### src/rtl/decode_stage_q_pkg.sv
// Shared decode definitions: ALU function codes, branch-condition bit order,
// opcode/funct encodings and the decoded uop bundle.
package decode_stage_q_pkg;

   // ALU function codes
   localparam logic [3:0] ALUFN_ADD  = 4'd0;
   localparam logic [3:0] ALUFN_SUB  = 4'd1;
   localparam logic [3:0] ALUFN_AND  = 4'd2;
   localparam logic [3:0] ALUFN_OR   = 4'd3;
   localparam logic [3:0] ALUFN_XOR  = 4'd4;
   localparam logic [3:0] ALUFN_NOR  = 4'd5;
   localparam logic [3:0] ALUFN_SLL  = 4'd6;
   localparam logic [3:0] ALUFN_SRL  = 4'd7;
   localparam logic [3:0] ALUFN_SRA  = 4'd8;
   localparam logic [3:0] ALUFN_ROTR = 4'd9;

   // BCond bit positions: {lt,eq,gt,lz,ez,gz}
   localparam int unsigned BC_LT = 5;
   localparam int unsigned BC_EQ = 4;
   localparam int unsigned BC_GT = 3;
   localparam int unsigned BC_LZ = 2;
   localparam int unsigned BC_EZ = 1;
   localparam int unsigned BC_GZ = 0;

   localparam logic [5:0] BCOND_BEQ  = 6'b010000;
   localparam logic [5:0] BCOND_BNE  = 6'b101000;
   localparam logic [5:0] BCOND_BLEZ = 6'b000110;
   localparam logic [5:0] BCOND_BGTZ = 6'b000001;
   localparam logic [5:0] BCOND_BLTZ = 6'b000100;
   localparam logic [5:0] BCOND_BGEZ = 6'b000011;

   // Opcodes
   localparam logic [5:0] OP_RTYPE  = 6'h00;
   localparam logic [5:0] OP_REGIMM = 6'h01;
   localparam logic [5:0] OP_BEQ    = 6'h04;
   localparam logic [5:0] OP_BNE    = 6'h05;
   localparam logic [5:0] OP_BLEZ   = 6'h06;
   localparam logic [5:0] OP_BGTZ   = 6'h07;
   localparam logic [5:0] OP_ADDI   = 6'h08;
   localparam logic [5:0] OP_ADDIU  = 6'h09;
   localparam logic [5:0] OP_ANDI   = 6'h0C;
   localparam logic [5:0] OP_ORI    = 6'h0D;
   localparam logic [5:0] OP_XORI   = 6'h0E;
   localparam logic [5:0] OP_LUI    = 6'h0F;
   localparam logic [5:0] OP_LB     = 6'h20;
   localparam logic [5:0] OP_LH     = 6'h21;
   localparam logic [5:0] OP_LWL    = 6'h22;
   localparam logic [5:0] OP_LW     = 6'h23;
   localparam logic [5:0] OP_LBU    = 6'h24;
   localparam logic [5:0] OP_LHU    = 6'h25;
   localparam logic [5:0] OP_SB     = 6'h28;
   localparam logic [5:0] OP_SH     = 6'h29;
   localparam logic [5:0] OP_SW     = 6'h2B;

   // R-type funct codes
   localparam logic [5:0] F_SLL  = 6'd0;
   localparam logic [5:0] F_SRL  = 6'd2;
   localparam logic [5:0] F_SRA  = 6'd3;
   localparam logic [5:0] F_SLLV = 6'd4;
   localparam logic [5:0] F_SRLV = 6'd6;
   localparam logic [5:0] F_SRAV = 6'd7;
   localparam logic [5:0] F_ADD  = 6'd32;
   localparam logic [5:0] F_ADDU = 6'd33;
   localparam logic [5:0] F_SUB  = 6'd34;
   localparam logic [5:0] F_SUBU = 6'd35;
   localparam logic [5:0] F_AND  = 6'd36;
   localparam logic [5:0] F_OR   = 6'd37;
   localparam logic [5:0] F_XOR  = 6'd38;
   localparam logic [5:0] F_NOR  = 6'd39;

   typedef struct packed {
      logic [4:0]  rs;
      logic [4:0]  rt;
      logic [4:0]  wreg;
      logic [3:0]  alufn;
      logic        regwr;
      logic        regwsrc;
      logic        alusrc1;
      logic        alusrc2;
      logic        memwr;
      logic [4:0]  shamt;
      logic [5:0]  bcond;
      logic [31:0] imm32;
      logic        illegal;
   } uop_t;

   localparam int unsigned UOP_W = $bits(uop_t);

   // Logical immediates (ANDI/ORI/XORI/LUI) zero-extend; everything else sign-extends.
   function automatic logic [31:0] ext_imm(input logic [5:0] op, input logic [15:0] imm);
      if (op[5:2] == 4'b0011) begin
         return {16'h0000, imm};
      end
      return {{16{imm[15]}}, imm};
   endfunction

endpackage

### src/rtl/idec_core.sv
// Combinational MIPS instruction decoder: 32-bit instruction word to uop bundle.
module idec_core
   import decode_stage_q_pkg::*;
#(
   parameter bit EN_ROTR = 1'b1
) (
   input  logic [31:0] instr,
   output uop_t        uop
);

   logic [5:0] opcode;
   logic [5:0] funct;
   logic [4:0] rt;
   logic       legal;

   assign opcode = instr[31:26];
   assign funct  = instr[5:0];
   assign rt     = instr[20:16];

   // Decode opcode/funct into control fields; unsupported encodings are squashed at the end.
   always_comb begin
      uop         = '0;
      legal       = 1'b1;
      uop.rs      = instr[25:21];
      uop.rt      = rt;
      uop.wreg    = (opcode == OP_RTYPE) ? instr[15:11] : rt;
      uop.shamt   = instr[10:6];
      uop.imm32   = ext_imm(opcode, instr[15:0]);

      case (opcode)
         OP_RTYPE: begin
            uop.regwr   = 1'b1;
            uop.alusrc1 = (funct[5:3] == 3'b000);
            case (funct)
               F_SLL, F_SLLV: uop.alufn = ALUFN_SLL;
               F_SRL, F_SRLV: uop.alufn = (EN_ROTR && instr[21]) ? ALUFN_ROTR : ALUFN_SRL;
               F_SRA, F_SRAV: uop.alufn = ALUFN_SRA;
               F_ADD, F_ADDU: uop.alufn = ALUFN_ADD;
               F_SUB, F_SUBU: uop.alufn = ALUFN_SUB;
               F_AND:         uop.alufn = ALUFN_AND;
               F_OR:          uop.alufn = ALUFN_OR;
               F_XOR:         uop.alufn = ALUFN_XOR;
               F_NOR:         uop.alufn = ALUFN_NOR;
               default:       legal     = 1'b0;
            endcase
         end
         OP_REGIMM: begin
            case (rt)
               5'd0, 5'd2, 5'd16, 5'd18: uop.bcond = BCOND_BLTZ;
               5'd1, 5'd3, 5'd17, 5'd19: uop.bcond = BCOND_BGEZ;
               default:                  legal     = 1'b0;
            endcase
         end
         OP_BEQ:  uop.bcond = BCOND_BEQ;
         OP_BNE:  uop.bcond = BCOND_BNE;
         OP_BLEZ: uop.bcond = BCOND_BLEZ;
         OP_BGTZ: uop.bcond = BCOND_BGTZ;
         OP_ADDI, OP_ADDIU, OP_ANDI, OP_ORI, OP_XORI, OP_LUI: begin
            uop.alusrc2 = 1'b1;
            uop.regwr   = 1'b1;
            case (opcode)
               OP_ANDI: uop.alufn = ALUFN_AND;
               OP_ORI:  uop.alufn = ALUFN_OR;
               OP_XORI: uop.alufn = ALUFN_XOR;
               OP_LUI: begin
                  uop.alufn   = ALUFN_SLL;
                  uop.alusrc1 = 1'b1;
                  uop.shamt   = 5'd16;
               end
               default: uop.alufn = ALUFN_ADD;
            endcase
         end
         OP_LB, OP_LH, OP_LWL, OP_LW, OP_LBU, OP_LHU: begin
            uop.regwsrc = 1'b1;
            uop.regwr   = 1'b1;
            uop.alusrc2 = 1'b1;
            uop.alufn   = ALUFN_ADD;
         end
         OP_SB, OP_SH, OP_SW: begin
            uop.memwr   = 1'b1;
            uop.alusrc2 = 1'b1;
            uop.alufn   = ALUFN_ADD;
         end
         default: legal = 1'b0;
      endcase

      // Illegal uops still flow down the pipe but must have no architectural side effects.
      if (!legal) begin
         uop.illegal = 1'b1;
         uop.regwr   = 1'b0;
         uop.memwr   = 1'b0;
         uop.bcond   = '0;
         uop.alufn   = '0;
      end
   end

endmodule

### src/rtl/decode_stage_q.sv
// Registered decode stage: decodes on push and holds up to DEPTH uops for execute.
module decode_stage_q
   import decode_stage_q_pkg::*;
#(
   parameter int unsigned DEPTH   = 2,
   parameter int unsigned PC_W    = 32,
   parameter bit          EN_ROTR = 1'b1,
   parameter int unsigned CNT_W   = 16
) (
   input  logic             clk,
   input  logic             rst_n,
   input  logic             flush,
   input  logic             in_valid,
   output logic             in_ready,
   input  logic [31:0]      in_instr,
   input  logic [PC_W-1:0]  in_pc,
   output logic             out_valid,
   input  logic             out_ready,
   output logic [PC_W-1:0]  out_pc,
   output logic [4:0]       out_rs,
   output logic [4:0]       out_rt,
   output logic [4:0]       out_wreg,
   output logic [3:0]       out_alufn,
   output logic             out_regwr,
   output logic             out_regwsrc,
   output logic             out_alusrc1,
   output logic             out_alusrc2,
   output logic             out_memwr,
   output logic [4:0]       out_shamt,
   output logic [5:0]       out_bcond,
   output logic [31:0]      out_imm32,
   output logic             out_illegal,
   output logic [CNT_W-1:0] illegal_cnt
);

   localparam int unsigned PTR_W = (DEPTH > 1) ? $clog2(DEPTH) : 1;
   localparam int unsigned CW    = $clog2(DEPTH + 1);

   logic [UOP_W-1:0] uop_mem_q [DEPTH];
   logic [PC_W-1:0]  pc_mem_q  [DEPTH];
   logic [PTR_W-1:0] wptr_q, wptr_d;
   logic [PTR_W-1:0] rptr_q, rptr_d;
   logic [CW-1:0]    count_q, count_d;
   logic [CNT_W-1:0] illegal_cnt_q, illegal_cnt_d;

   uop_t dec_uop;
   uop_t head_uop;
   logic full;
   logic push;
   logic pop;

   idec_core #(
      .EN_ROTR (EN_ROTR)
   ) u_idec_core (
      .instr (in_instr),
      .uop   (dec_uop)
   );

   assign full      = (count_q == CW'(DEPTH));
   assign out_valid = (count_q != '0);
   assign in_ready  = rst_n & ~full;
   assign push      = in_valid & in_ready & ~flush;
   assign pop       = out_valid & out_ready & ~flush;

   assign head_uop    = uop_t'(uop_mem_q[rptr_q]);
   assign out_pc      = pc_mem_q[rptr_q];
   assign out_rs      = head_uop.rs;
   assign out_rt      = head_uop.rt;
   assign out_wreg    = head_uop.wreg;
   assign out_alufn   = head_uop.alufn;
   assign out_regwr   = head_uop.regwr;
   assign out_regwsrc = head_uop.regwsrc;
   assign out_alusrc1 = head_uop.alusrc1;
   assign out_alusrc2 = head_uop.alusrc2;
   assign out_memwr   = head_uop.memwr;
   assign out_shamt   = head_uop.shamt;
   assign out_bcond   = head_uop.bcond;
   assign out_imm32   = head_uop.imm32;
   assign out_illegal = head_uop.illegal;
   assign illegal_cnt = illegal_cnt_q;

   // Next pointers and occupancy; flush empties the queue and drops any push.
   always_comb begin
      wptr_d  = wptr_q;
      rptr_d  = rptr_q;
      count_d = count_q;
      if (flush) begin
         wptr_d  = '0;
         rptr_d  = '0;
         count_d = '0;
      end else begin
         if (push) begin
            wptr_d = wptr_q + PTR_W'(1);
         end
         if (pop) begin
            rptr_d = rptr_q + PTR_W'(1);
         end
         case ({push, pop})
            2'b10:   count_d = count_q + CW'(1);
            2'b01:   count_d = count_q - CW'(1);
            default: count_d = count_q;
         endcase
      end
   end

   // Saturating count of illegal uops consumed by execute.
   always_comb begin
      illegal_cnt_d = illegal_cnt_q;
      if (pop && head_uop.illegal && (illegal_cnt_q != '1)) begin
         illegal_cnt_d = illegal_cnt_q + CNT_W'(1);
      end
   end

   // Queue control state register.
   always_ff @(posedge clk) begin
      if (!rst_n) begin
         wptr_q        <= '0;
         rptr_q        <= '0;
         count_q       <= '0;
         illegal_cnt_q <= '0;
      end else begin
         wptr_q        <= wptr_d;
         rptr_q        <= rptr_d;
         count_q       <= count_d;
         illegal_cnt_q <= illegal_cnt_d;
      end
   end

   // Uop and PC storage, written at the tail on push.
   always_ff @(posedge clk) begin
      if (!rst_n) begin
         for (int i = 0; i < DEPTH; i++) begin
            uop_mem_q[i] <= '0;
            pc_mem_q[i]  <= '0;
         end
      end else if (push) begin
         uop_mem_q[wptr_q] <= UOP_W'(dec_uop);
         pc_mem_q[wptr_q]  <= in_pc;
      end
   end

endmodule
### config.mk
export PLATFORM = sky130hd
export DESIGN_NAME = decode_stage_q
export DESIGN_NICKNAME = d
export VERILOG_FILES = /design/src/rtl/decode_stage_q_pkg.sv /design/src/rtl/idec_core.sv /design/src/rtl/decode_stage_q.sv
export SDC_FILE = /design/constraint.sdc
export NUM_CORES = 1
export LEC_CHECK = 0
export ABC_CLOCK_PERIOD_IN_PS = 3800
export BUFFER_PORTS_ARGS = -buffer_cell sky130_fd_sc_hd__buf_4
export CORE_UTILIZATION = 49
export CTS_BUF_LIST = sky130_fd_sc_hd__clkbuf_16
export DETAILED_ROUTE_END_ITERATION = 8
export GPL_TIMING_DRIVEN = 0
export PLACE_DENSITY_LB_ADDON = 0.25
export SLEW_MARGIN = 20
export SYNTH_ARGS = -nofsm -noshare
export SYNTH_HDL_FRONTEND = slang
export SYNTH_SLANG_ARGS = --single-unit
### constraint.sdc
create_clock -name clk -period 3.8 [get_ports clk]
set_input_delay 0.57 -clock clk [delete_from_list [all_inputs] [get_ports clk]]
set_output_delay 0.57 -clock clk [all_outputs]
set_load 0.01 [all_outputs]
==> run_results.csv <==
group,metric,value,unit
run_status,status,"completed",
logic_synthesis,syn_area,8680,µm²
layout,instances_no_fill,1097,
placed_design,hpwl,13620,µm
global_route,overflow,0,
logic_synthesis,async_reset_ff_share,0,%
sta,finalSetupViolCount,0,
clock_network,holdBufCountCts,0,
clock_network,cts.sinks,189,
logic_synthesis,avgSynthCellArea,13.25,µm²
clock_network,htreeDepth,4,
global_route,top_usage_layer,"met2",
floorplanning,start_util,50.18,%
clock_network,cts_inserted_buffers,17,
global_route,use_met1,27.31,%
setup_path,cp_slowest_cell,"clkbuf_1",
layout,fillers,1359,
sta,relSlewSlack,44.29,%
layout,antennaDiodeCount,0,
placed_design,dp.cells,1066,
sta,layout_setup_ws,0.4143,ns
sta,finalHoldViolCount,0,
logic_synthesis,ys_seq_area_share,62.97,%
setup_path,critPathKind,"register to output pin",
drt,vias,5754,
power_and_ir_drop,vdd_drop_max,0.3278,mV
layout,syn2layout_area_growth,26.61,%
setup_path,regToRegSetupSlack,0.86,ns
hold_path,hp-class,"primary input to register",
sta,max_freq,295.4,MHz
global_route,grt_max_degree,46,
sta,fin_crit_sh,89.10,%
logic_synthesis,yosysTopAreaCellShare,58.12,%
logic_synthesis,synth_seq_cells,189,
drt,dr.first_iter.drc_count,357,
global_route,groute.layer.met3.usage,4.167,%
clock_network,cts.clk_slew.worst_paths,0.06,ns
drt,detail_route.vias_per_cell,5.245,
setup_path,cp_slowest_stage_delay,0.60,ns
sta,clock_skew,0.008552,ns
power_and_ir_drop,leakage,4.356,nW
logic_synthesis,ys.flop_type,"edfxtp_1",
setup_path,cp_top_family,"buffers and inverters",
global_route,grt_pass1_vias,5785,
placed_design,dp_slack,0.6646,ns
floorplanning,design.die.area,18250,µm²
drt,wl,19300,µm
global_route,antenna_found_initial,0,
drt,drt_pre_antenna_iters,5,
logic_synthesis,yosysUniqueCellTypes,49,
clock_network,postCtsSetupBuffers,0,
setup_path,worstPathCellList,"clkbuf_1, clkbuf_1, mux2_2, buf_4, buf_4",
floorplanning,die_x,135.1,µm
logic_synthesis,synth_edf_count,168,
logic_synthesis,synthCells,655,
layout,utilization,63.53,%
drt,antenna_left,0,
layout,nets,931,
setup_path,end_kind,"output pin",
logic_synthesis,synth_nets,726,
sta,tightest_slew,0.8325,ns
sta,maxSlewViolCount,0,
floorplanning,core_region_area,17300,µm²
global_route,gr-usage-met2,37.44,%
drt,route.detailed.wl_per_inst,17.59,µm
setup_path,cp_max_fo,16,
layout,drive_gt1_share,37.96,%
clock_network,clockRootBuffer,"clkbuf_16",
floorplanning,fp.dieH,135.1,µm
placed_design,place.port_buffers,183,
logic_synthesis,synth_top_area_cell,"edfxtp_1",
sta,period_needed,3.386,ns
setup_path,worst_ep_arrival_time,2.82,ns
global_route,track_usage,21.81,%
clock_network,cts_tree,"done",
clock_network,clockBufferDepth,2,
clock_network,insertion_delay,0.43,ns
setup_path,cp_num_buf_inv,4,
job,cap_violations,0,
sta,rsz0062_at_grt,"false",
floorplanning,rows,48,
placed_design,place_congestion,0.8635,
setup_path,cp_data_required_time,3.23,ns
clock_network,ctsResizeCount,0,
power_and_ir_drop,power,4.590,mW
logic_synthesis,yosys-top-cells-area,"edfxtp_1 (58%), mux2_2 (11%), and2_1 (9.6%)",
drt,drcViolationCount,0,
setup_path,startpoint_type,"register",
sta,fin_hold_ws,0.4256,ns
floorplanning,io_pins,187,
power_and_ir_drop,powerDensity,417.7,nW/µm²
global_route,grt_pass1_wl,29640,µm
logic_synthesis,yosys_warnings,0,
==> logic make-up (layout without fill, tap and decap cells) <==
kind of cell,count (synthesis),in the layout,synth area share [%]
adder cells (fa/ha/maj),2,2,0.2883
XOR/XNOR,18,18,1.816
AND/OR/NAND/NOR,278,278,18.16
AO/OA/AOI/OAI,25,25,1.989
buffers and inverters,52,269,3.085
multiplexers,91,91,11.69
flip-flops,189,189,62.97
==> per-layer routing <==
layer / vias to the layer above / wire length [µm]
met5: - / 0
met3: 26 / 1105
met4: 0 / 298
met2: 180 / 9964
li1: 2725 / -
met1: 2823 / 7928
==> synthesized netlist by cell type, types with 5 or more instances <==
| master | count |
|---|---|
| and2_1 | 133 |
| buf_4 | 16 |
| clkbuf_1 | 25 |
| dfxtp_1 | 21 |
| edfxtp_1 | 168 |
| mux2_2 | 83 |
| mux2i_1 | 8 |
| nand2_1 | 12 |
| nand2b_1 | 12 |
| nand3_1 | 7 |
| nand4_1 | 7 |
| nor2_1 | 72 |
| nor3_1 | 9 |
| nor4_1 | 6 |
| nor4_2 | 5 |
| xnor2_1 | 14 |
==> stage by stage <==
stage                     setup TNS, ns  instance area (µm²)
after detailed placement              0                10410
after global routing                  0                10990
final                                 0                10990
after global placement          -228.78                10330
after floorplan                       0                 8680
after CTS                             0                10990
==> registers in the layout (all words and copies together), names as in the netlist, named ones only <==
signal and cells:
wptr_q 1, rptr_q 1, pc_mem_q 64, uop_mem_q 104, illegal_cnt 16, count_q 2
==> final timing paths <==
kind	from	to	depth (start not counted)
setup / recovery	register	out_imm32[25]	5
hold / removal	in_pc[20]	pc_mem_q[1][20]$_SDFFCE_PN0P_	2
setup reg to reg	count_q[0]$_SDFFE_PP0P_	pc_mem_q[0][31]$_SDFFCE_PN0P_	7
hold reg to reg	rptr_q$_SDFFE_PP0P_	rptr_q$_SDFFE_PP0P_	2
==> worst register-to-register path: stages, from the launching register on <==
cell and delay, ns:
dfxtp_1 0.36, nand2b_1 0.20, nand4b_1 0.19, nand2b_1 0.23
buf_2 0.27, buf_1 0.50, nand2_4 0.51, buf_12 0.38
==> where the power goes <==
group | total, mW | switching (mW) | internal, mW
combinational | 0.438 | 0.219 | 0.219
sequential | 2.39 | 0.0243 | 2.36
clock | 1.77 | 0.745 | 1.02
==> layout make-up <==
class / count / area (µm²) / share of cell area [%]
flip-flops and latches: 189 / 5465 / 49.73
multi-input cells: 414 / 2962 / 26.95
repair buffers: 186 / 1434 / 13.05
clock buffers: 17 / 425.4 / 3.871
well taps: 225 / 281.5 / 2.562
plain buffers: 48 / 252.7 / 2.300
clock inverters: 14 / 153.9 / 1.400
inverters: 4 / 15.01 / 0.1366
==> cells in the final DEF, fill, tap and decap left out, types with 3 or more instances in the layout <==
master      synthesis  final
clkbuf_1           25     25
and2_1            133    133
xor2_1              4      4
clkinvlp_4          0      3
o21ai_0             4      4
dfxtp_1            21     21
nor4_2              5      5
nor2_1             72     72
a31oi_1             3      3
buf_12              0      3
clkbuf_16           0     17
nand2b_1           12     12
mux2i_1             8      8
nor2b_1             3      3
nand4_1             7      7
nor3_1              9      9
xnor2_1            14     14
nand2_1            12     10
mux2_2             83     83
buf_2               4      4
nor4_1              6      6
buf_4              16    199
bufinv_16           0      3
inv_1               4      7
a21oi_1             3      3
nand3_1             7      7
edfxtp_1          168    168
(Power assumes the default switching activity.)
